==> config.mk <==
export PLATFORM = sky130hd
export DESIGN_NAME = fc_out_serializer
export DESIGN_NICKNAME = d
export VERILOG_FILES = /design/src/rtl/fc_out_serializer.sv
export SDC_FILE = /design/constraint.sdc
export NUM_CORES = 1
export LEC_CHECK = 0
export CAP_MARGIN = 20
export CORE_AREA = 2 2 211 213
export CTS_CLUSTER_DIAMETER = 100
export DETAILED_ROUTE_END_ITERATION = 10
export DIE_AREA = 0 0 213 215
export SYNTH_ARGS = -nofsm -noshare
export SYNTH_HDL_FRONTEND = slang
export SYNTH_SLANG_ARGS = --single-unit
==> constraint.sdc <==
create_clock -name clk -period 7.27 [get_ports clk]
set_input_delay 0.727 -clock clk [delete_from_list [all_inputs] [get_ports clk]]
set_output_delay 0.727 -clock clk [all_outputs]
set_load 0.03 [all_outputs]
==> src/rtl/fc_out_serializer.sv <==
// Captures a vector of signed accumulators, requantizes every lane in one edge
// (shift, optional ReLU, saturate) and streams the lanes out one per transfer.
module fc_out_serializer #(
  parameter int NUM_NEURONS = 16,
  parameter int DATA_WIDTH  = 16,
  parameter int ACC_WIDTH   = 32,
  parameter int FRAC_BITS   = 8,
  parameter int RELU_EN     = 1
) (
  input  logic                             clk,
  input  logic                             rst,
  input  logic                             valid_in,
  output logic                             in_ready,
  input  logic [NUM_NEURONS*ACC_WIDTH-1:0] fc_in,
  output logic [DATA_WIDTH-1:0]            data_out,
  output logic                             valid_out,
  input  logic                             out_ready,
  output logic                             last_out,
  output logic                             sat_flag
);

  localparam int IDX_W = (NUM_NEURONS > 1) ? $clog2(NUM_NEURONS) : 1;
  localparam logic [IDX_W-1:0] LAST_IDX = IDX_W'(NUM_NEURONS - 1);
  localparam logic [IDX_W-1:0] ZERO_IDX = {IDX_W{1'b0}};
  localparam bit RELU_ON = (RELU_EN != 32'sd0);

  // Saturation limits expressed at accumulator width so comparisons stay signed.
  localparam logic signed [ACC_WIDTH-1:0] SAT_MAX =
    {{(ACC_WIDTH-DATA_WIDTH+1){1'b0}}, {(DATA_WIDTH-1){1'b1}}};
  localparam logic signed [ACC_WIDTH-1:0] SAT_MIN =
    {{(ACC_WIDTH-DATA_WIDTH+1){1'b1}}, {(DATA_WIDTH-1){1'b0}}};
  localparam logic [DATA_WIDTH-1:0] OUT_MAX = {1'b0, {(DATA_WIDTH-1){1'b1}}};
  localparam logic [DATA_WIDTH-1:0] OUT_MIN = {1'b1, {(DATA_WIDTH-1){1'b0}}};
  localparam logic [DATA_WIDTH-1:0] OUT_ZERO = {DATA_WIDTH{1'b0}};

  typedef enum logic [0:0] {
    S_IDLE   = 1'b0,
    S_STREAM = 1'b1
  } state_t;

  function automatic logic signed [ACC_WIDTH-1:0] shift_acc(input logic [ACC_WIDTH-1:0] acc);
    logic signed [ACC_WIDTH-1:0] acc_sv;
    acc_sv = signed'(acc);
    return acc_sv >>> FRAC_BITS;
  endfunction

  function automatic logic lane_ovf(input logic signed [ACC_WIDTH-1:0] sh);
    return (sh > SAT_MAX) || (sh < SAT_MIN);
  endfunction

  function automatic logic [DATA_WIDTH-1:0] requant(input logic signed [ACC_WIDTH-1:0] sh);
    logic [DATA_WIDTH-1:0] res;
    if (RELU_ON && sh[ACC_WIDTH-1]) begin
      res = OUT_ZERO;
    end else if (sh > SAT_MAX) begin
      res = OUT_MAX;
    end else if (sh < SAT_MIN) begin
      res = OUT_MIN;
    end else begin
      res = sh[DATA_WIDTH-1:0];
    end
    return res;
  endfunction

  state_t                      state_q, state_d;
  logic [IDX_W-1:0]            idx_q, idx_d;
  logic [DATA_WIDTH-1:0]       data_out_q, data_out_d;
  logic                        valid_out_q, valid_out_d;
  logic                        last_out_q, last_out_d;
  logic                        sat_q, sat_d;
  logic [DATA_WIDTH-1:0]       buf_q [NUM_NEURONS];

  logic signed [ACC_WIDTH-1:0] sh_s  [NUM_NEURONS];
  logic [DATA_WIDTH-1:0]       rq_s  [NUM_NEURONS];
  logic [NUM_NEURONS-1:0]      ovf_s;
  logic [IDX_W-1:0]            idx_inc_s;
  logic                        in_ready_s;
  logic                        accept_s;
  logic                        xfer_s;

  // Per-lane requantization of the incoming vector.
  always_comb begin
    for (int i = 0; i < NUM_NEURONS; i++) begin
      sh_s[i]  = shift_acc(fc_in[i*ACC_WIDTH +: ACC_WIDTH]);
      rq_s[i]  = requant(sh_s[i]);
      ovf_s[i] = lane_ovf(sh_s[i]);
    end
  end

  // The last lane leaving frees the buffer, so a new vector may land on that same edge.
  assign in_ready_s = ~rst & ((state_q == S_IDLE) | ((idx_q == LAST_IDX) & out_ready));
  assign accept_s   = valid_in & in_ready_s;
  assign xfer_s     = valid_out_q & out_ready;
  assign idx_inc_s  = idx_q + {{(IDX_W-1){1'b0}}, 1'b1};
  assign sat_d      = sat_q | (accept_s & (|ovf_s));

  // Next-state and next-output logic.
  always_comb begin
    state_d     = state_q;
    idx_d       = idx_q;
    data_out_d  = data_out_q;
    valid_out_d = valid_out_q;
    last_out_d  = last_out_q;
    case (state_q)
      S_IDLE: begin
        if (accept_s) begin
          state_d     = S_STREAM;
          idx_d       = ZERO_IDX;
          data_out_d  = rq_s[0];
          valid_out_d = 1'b1;
          last_out_d  = (LAST_IDX == ZERO_IDX);
        end else begin
          state_d = S_IDLE;
        end
      end
      S_STREAM: begin
        if (xfer_s && (idx_q == LAST_IDX)) begin
          if (accept_s) begin
            state_d     = S_STREAM;
            idx_d       = ZERO_IDX;
            data_out_d  = rq_s[0];
            valid_out_d = 1'b1;
            last_out_d  = (LAST_IDX == ZERO_IDX);
          end else begin
            state_d     = S_IDLE;
            valid_out_d = 1'b0;
            last_out_d  = 1'b0;
          end
        end else if (xfer_s) begin
          idx_d      = idx_inc_s;
          data_out_d = buf_q[idx_inc_s];
          last_out_d = (idx_inc_s == LAST_IDX);
        end else begin
          state_d = S_STREAM;
        end
      end
      default: begin
        state_d     = S_IDLE;
        valid_out_d = 1'b0;
        last_out_d  = 1'b0;
      end
    endcase
  end

  // Control and output registers.
  always_ff @(posedge clk) begin
    if (rst) begin
      state_q     <= S_IDLE;
      idx_q       <= ZERO_IDX;
      data_out_q  <= OUT_ZERO;
      valid_out_q <= 1'b0;
      last_out_q  <= 1'b0;
      sat_q       <= 1'b0;
    end else begin
      state_q     <= state_d;
      idx_q       <= idx_d;
      data_out_q  <= data_out_d;
      valid_out_q <= valid_out_d;
      last_out_q  <= last_out_d;
      sat_q       <= sat_d;
    end
  end

  // Requantized lane buffer, reloaded whole on every accept.
  always_ff @(posedge clk) begin
    if (rst) begin
      for (int i = 0; i < NUM_NEURONS; i++) begin
        buf_q[i] <= OUT_ZERO;
      end
    end else if (accept_s) begin
      for (int i = 0; i < NUM_NEURONS; i++) begin
        buf_q[i] <= rq_s[i];
      end
    end
  end

  assign in_ready  = in_ready_s;
  assign data_out  = data_out_q;
  assign valid_out = valid_out_q;
  assign last_out  = last_out_q;
  assign sat_flag  = sat_q;

endmodule

# After elaboration in Yosys (flattened, before gate mapping)
# Memory sizes are Yosys's and may differ from the RTL's.
# Cells that the tools add are included.
# word_totals
reg_bits	24
ramBits	256
in_bits	516
output_inout_bits	20
mem_count	1
# classes
n_addsub	1
order_cmp	32
n_eq_ne	5
mux	86
bitwise	25
n_reduce_logical	20
# memory_table
memory	words	word_bits	rd	rd_clocked_by_memory_dff	wr	line_no	source
buf_q	16	16	1	0	16	71	logic [DATA_WIDTH-1:0] buf_q [NUM_NEURONS];
# op_table
op	n
two-way mux 16 bit	67
greater-than comparator 24 x 16 -> 1 bit (second input constant)	16
less-than comparator 24 x 16 -> 1 bit (second input constant)	16
one-hot mux 16 bit (2 select lines)	1
bitwise OR 1 bit	18
logical OR 1 bit	16
OR reduction 16 bit	1
two-way mux 4 bit	3
two-way mux 1 bit	11
equality test 4 bit (second input constant)	2
one-hot mux 4 bit (2 select lines)	1
one-hot mux 1 bit (2 select lines)	3
AND 1 bit	5
adder 4 x 1 -> 4 bit (second input constant)	1
AND reduction 2 bit	2
!= test 3 x 1 -> 1 bit (second input constant)	1
!= test 2 x 1 -> 1 bit (second input constant)	1
!= test 2 bit (second input constant)	1
NOT 1 bit	2
logical AND 1 bit	1

# Depth between registers and ports, before layout
# Gate-level depths: netlist (run 1).
# depth
word_depth	9
mapped_depth	12

# Least setup slack after synthesis (run 1)
# Ideal clock, no wire load.
# synth_timing
kind	input port to flip-flop
startpoint	input port out_ready
endpoint	memory buf_q[0][0] (enable)
arrival_ns	5.519
required_ns	5.292
setup_slack_ns	-0.226
cell_stages	5
path_cell_list	nand4_1 -> a211o_1 -> buf_2 -> buf_2 -> nand2_1
# synth_rtl
element	line_no	source
from (decl)	17	input logic out_ready,
to (decl)	71	

==> results.py, run 1 <==
metrics = {
    "grt": {
        "grt_util_met1": 0.266,
        "grt_pass1_wl_um": 69000,
        "antenna_found_initial": 6,
        "grt_pass1_vias": 10800,
        "grt-ovfl-total": 0,
        "busiest_layer": "met2",
        "grt_use_met3": 0.0482,
        "grt_max_degree": 96,
        "grt_usage": 0.210,
        "use_met2": 0.347,
    },
    "clocking": {
        "postCtsSetupBuffers": 0,
        "clk_path_buf_depth": 3,
        "cts.sinks": 280,
        "clk_latency_ns": 0.53,
        "cts_tree": "built",
        "cts_resized": 0,
        "cts_root_buf": "clkbuf_16",
        "clk_pin_slew_ns": 0.06,
        "cts_buffers": 34,
        "htreeDepth": 2,
        "hold_buffers": 0,
    },
    "floorplan": {
        "core_um2": 43600,
        "rows": 77,
        "die_h_um": 215,
        "pin_count": 536,
        "die_w_um": 213,
        "dieArea_um2": 45800,
        "start_util": 0.310,
    },
    "setup_path": {
        "startpoint": "idx_q[0]$_SDFFE_PP0P_",
        "r2r_cells": 6,
        "reg2reg_setup_slack_ns": 3.48,
        "crit_end": "buf_q[6][11]$_SDFFCE_PP0P_",
        "critical_path_class": "flip-flop to flip-flop",
        "startpoint_type": "flip-flop",
        "timing.rr.end": "buf_q[6][11]$_SDFFCE_PP0P_",
        "cp_data_required_time_ns": 7.42,
        "rr_startpoint": "idx_q[0]$_SDFFE_PP0P_",
        "end_kind": "flip-flop",
        "worstPathMaxFanout": 95,
        "critPathArrivalTime_ns": 3.94,
    },
    "route": {
        "drtAntennaViolNets": 0,
        "drc": 0,
        "vias": 10300,
        "dr.pass1.iters": 5,
        "drt_wl_total_um": 48500,
        "viasPerCell": 5.21,
        "initialDrtViolationCount": 770,
        "detail_route.wl_per_cell_um": 24.6,
    },
    "synth": {
        "synth_area_um2": 13500,
        "ys_seq_elements": 280,
        "synth_seq_area_share": 0.603,
        "yosys_most_used_dff": "edfxtp_1",
        "synth_edf_count": 256,
        "yosysWarnings": 0,
        "ys_types": 41,
        "synth_area_per_cell_um2": 14.5,
        "synthesis.instances": 933,
        "ys_async_sr_fraction": 0,
    },
    "pwr": {
        "finalPower_uw": 4180,
        "p_sw_frac": 0.231,
        "p_int_uw": 3210,
        "power_switching_uw": 966,
        "pwr-share-comb": 0.136,
        "p_clk_frac": 0.403,
        "seqPwrFrac": 0.461,
        "powerDensity_nw_per_um2": 215,
        "p_leak_uw": 0.00664,
        "vdd_ir_drop_max_mv": 0.142,
    },
    "sta": {
        "tightest_slew_ns": 1.06,
        "fmax_mhz": 264,
        "hold_ws_ns": 0.454,
        "finalHoldViolCount": 0,
        "min_period_ns": 3.79,
        "worst_slack_ns": 3.48,
        "slew_headroom": 0.296,
        "setup_viol": 0,
        "slew_viol_final": 0,
        "tns_ns": 0,
        "post-route-period-util": 0.522,
        "finClkSkew_ns": 0.00702,
        "rsz0062_at_grt": "no",
    },
    "placement": {
        "numPortBuffers": 407,
        "hpwl_um": 36100,
        "place_area_um2": 18300,
        "dp_slack_ns": 3.16,
        "place.gp.congestion": 0.867,
    },
    "job": {
        "cap_violations": 0,
    },
    "layout": {
        "nets": 1872,
        "multi_input_area_um2": 5140,
        "area_delta_synth_final_pct": 43.6,
        "fin_area_um2": 19400,
        "register_area_um2": 8170,
        "fillCellCount": 3975,
        "drive_gt1_frac": 0.114,
        "layout_common_cells": "clkdlybuf4s50_1, edfxtp_1, o21a_1, mux4_2, nor2_1",
        "final_common_cell": "clkdlybuf4s50_1",
    },
    "hold_path": {
        "hold_path.class": "flip-flop to flip-flop",
    },
    "outcome": {
        "outcome": "finished, final reports clean",
    },
}
-- synth_stat cells, drive strengths merged, types with 21 or more instances --
| library cell | count | share of area |
|---|---|---|
| nand4 | 35 | 0.016 |
| mux4 | 71 | 0.12 |
| o21a | 228 | 0.13 |
| nand2 | 26 | 0.0072 |
| o21ai | 21 | 0.0078 |
| nor4 | 34 | 0.016 |
| clkbuf | 28 | 0.0078 |
| nor2 | 64 | 0.018 |
| a21oi | 33 | 0.012 |
| dfxtp | 24 | 0.035 |
| buf | 30 | 0.014 |
| edfxtp | 256 | 0.57 |
-- logic make-up (layout without fill, tap and decap cells) --
group                    count (synthesis)  after routing  share of synthesized area
AO/OA/AOI/OAI                          315            315                      0.168
flip-flops                             280            280                      0.603
AND/OR/NAND/NOR                        179            179                     0.0670
multiplexers                            89             89                      0.131
buffers and inverters                   64            496                     0.0238
XOR/XNOR                                 3              3                    0.00388
adder cells (fa/ha/maj)                  2              2                    0.00185
other                                    1             17                   0.000277
-- sequential cells by signal (all words and copies together), names as in the netlist --
name,cells
state_q,1
valid_out,1
data_out,16
idx_q,4
last_out,1
sat_flag,1
buf_q,256
-- area by class of cell --
type / count / share of cell area
sequential: 280 / 0.420
tap: 592 / 0.0381
timing repair buffer: 428 / 0.219
clock inverter: 15 / 0.00521
multi-input combinational: 604 / 0.264
inverter: 6 / 0.00116
clock buffer: 47 / 0.0517
antenna: 1 / 0.000129
-- power by group through the flow --
stage	registers, µW	clock network, µW	logic [µW]
final	1930	1680	566
after floorplan	1970	0	203
after detailed placement	1960	0	566
after global placement	1960	0	561
after CTS	1930	1720	569
after global routing	1940	1780	601
-- worst max-delay path, stage by stage (launching register included) --
cell and delay (ns):
dfxtp_4 0.67, ha_1 0.38, nand4_1 0.21, a211o_1 0.34, buf_4 0.25, nand2_8 0.60
buf_4 0.90
-- metrics by stage --
step            util  std cells
4_1_cts        0.445       1970
3_3_place_gp   0.419       1907
5_1_grt        0.445       1972
6_report       0.445       1973
2_1_floorplan      -        948
3_5_place_dp   0.419       1908
-- worst min-delay path by stage --
stage	slack (ns)	to	startpoint	cells past startpoint
CTS	0.46	last_out$_SDFFE_PP0P_	last_out$_SDFFE_PP0P_	2
finish	0.45	last_out$_SDFFE_PP0P_	last_out$_SDFFE_PP0P_	2
floorplan	0.58	last_out$_SDFFE_PP0P_	last_out$_SDFFE_PP0P_	2
detailed placement	0.45	last_out$_SDFFE_PP0P_	last_out$_SDFFE_PP0P_	2
global route	0.47	last_out$_SDFFE_PP0P_	last_out$_SDFFE_PP0P_	2
global placement	0.45	last_out$_SDFFE_PP0P_	last_out$_SDFFE_PP0P_	2
-- metal layers --
metal  part of all wire  routed length (µm)
met1               0.41               19700
met2               0.48               23200
met3              0.080                3870
met4              0.033                1600
met5            0.00083                  40
No activity file was read; power rests on OpenSTA's default activity.
==> run 2: changes to the inputs <==
- clock period: 7.27 -> 3.13 ns (I/O delays scaled with it)
==> results.py, run 2 (synthesized netlist as in run 1, its figures left out) <==
metrics = {
    "pwr": {
        "p_int_uw": 7040,
        "powerDensity_nw_per_um2": 471,
        "p_sw_frac": 0.236,
        "pwr-share-comb": 0.146,
        "vdd_ir_drop_max_mv": 0.441,
        "power_switching_uw": 2170,
        "p_clk_frac": 0.369,
        "seqPwrFrac": 0.485,
        "p_leak_uw": 0.00673,
    },
    "sta": {
        "finClkSkew_ns": 0.0235,
        "worst_slack_ns": 0.446,
        "rsz0062_at_grt": "no",
        "finalHoldViolCount": 0,
        "slew_viol_final": 0,
        "fmax_mhz": 373,
        "slew_headroom": 0.456,
        "post-route-period-util": 0.857,
        "tightest_slew_ns": 0.814,
        "tns_ns": 0,
        "min_period_ns": 2.68,
        "setup_viol": 0,
    },
    "floorplan": {
        "dieArea_um2": 45800,
        "start_util": 0.310,
        "core_um2": 43600,
        "die_w_um": 213,
        "die_h_um": 215,
        "pin_count": 536,
        "rows": 77,
    },
    "layout": {
        "regMostFlops": "buf_q",
        "nets": 1901,
        "layout_common_cells": "clkdlybuf4s50_1, edfxtp_1, o21a_1, mux4_2, nor2_1",
        "drive_gt1_frac": 0.127,
        "area_delta_synth_final_pct": 44.5,
        "final_common_cell": "clkdlybuf4s50_1",
        "largest_register_ff_count": 256,
    },
    "clocking": {
        "cts_buffers": 31,
        "htreeDepth": 1,
        "clk_pin_slew_ns": 0.06,
        "cts.sinks": 280,
        "clk_path_buf_depth": 3,
        "hold_buffers": 0,
        "cts_resized": 0,
        "cts_tree": "built",
        "cts_root_buf": "clkbuf_16",
        "clk_latency_ns": 0.59,
        "postCtsSetupBuffers": 0,
    },
    "route": {
        "drtAntennaViolNets": 0,
        "vias": 10300,
        "drc": 0,
        "detail_route.wl_per_cell_um": 24.0,
        "drt_wl_total_um": 48100,
        "dr.pass1.iters": 4,
        "initialDrtViolationCount": 626,
        "viasPerCell": 5.15,
    },
    "grt": {
        "grt_pass1_vias": 10800,
        "grt_max_degree": 40,
        "grt_pass1_wl_um": 69600,
        "grt_usage": 0.208,
        "antenna_found_initial": 3,
        "grt-ovfl-total": 0,
    },
    "setup_path": {
        "cpPeakStageDelay_ns": 0.59,
        "startpoint_type": "flip-flop",
        "crit_cells": 4,
        "cp_top_family": "compound AO/OA/AOI/OAI gates",
        "critPathArrivalTime_ns": 2.37,
        "cp_data_required_time_ns": 2.82,
        "cpMaxStageDelayCell": "a21oi_1",
        "r2r_cells": 6,
        "crit_buf_inv": 1,
        "path_cells": "ha_1, nand4_1, a21oi_1, buf_12",
        "critical_path_class": "flip-flop to output pin",
        "end_kind": "output pin",
        "worstPathMaxFanout": 6,
    },
    "placement": {
        "numPortBuffers": 407,
        "place.gp.congestion": 0.853,
        "hpwl_um": 36900,
        "dp_slack_ns": 0.464,
    },
    "outcome": {
        "outcome": "finished, final reports clean",
    },
    "job": {
        "cap_violations": 0,
    },
    "hold_path": {
        "hold_path_depth": 2,
        "hold_path.class": "primary input to flip-flop",
    },
}
==> run 2: power by group through the flow <==
stage	clock (µW)	sequential, µW	combinational (µW)
floorplan	0	4560	474
global placement	0	4540	1350
detailed placement	0	4550	1360
CTS	3470	4470	1360
global route	3610	4490	1430
finish	3400	4470	1350
==> run 2: area by class of cell <==
class | count | area, µm²
multi-input cells | 604 | 5130
clock buffers | 39 | 806
repair buffers | 460 | 4570
flip-flops and latches | 280 | 8170
clock inverters | 18 | 111
fillers | 3948 | 24100
diodes | 2 | 5.00
well taps | 592 | 741
inverters | 6 | 22.5
==> run 2: metrics by stage <==
stage,util,instance area (µm²),hold slack (ns),cells,power (µW)
after floorplan,-,13600,0.487,948,5030
after global placement,0.427,18600,0.451,1941,5880
after detailed placement,0.427,18600,0.467,1941,5910
after CTS,0.448,19500,0.368,1998,9310
after global routing,0.448,19600,0.382,1999,9530
final,0.448,19600,0.395,2001,9210
==> run 2: per-layer routing <==
metal / track usage / wire length (µm) / vias up
li1: - / - / 4681
met1: 0.268 / 19900 / 5161
met2: 0.360 / 23800 / 411
met3: 0.0447 / 3560 / 44
met4: 0.0427 / 785 / 0
met5: 0 / 0 / -
==> run 2: path summary, 6_finish.rpt <==
kind | start | slack [ns] | to
worst min register to register | last_out$_SDFFE_PP0P_ | 0.47 | last_out$_SDFFE_PP0P_
worst max-delay path | idx_q[1]$_SDFFE_PP0P_ | 0.45 | in_ready
worst max register to register | idx_q[1]$_SDFFE_PP0P_ | 0.52 | buf_q[14][8]$_SDFFCE_PP0P_
worst min-delay path | fc_in[273] | 0.39 | buf_q[8][9]$_SDFFCE_PP0P_
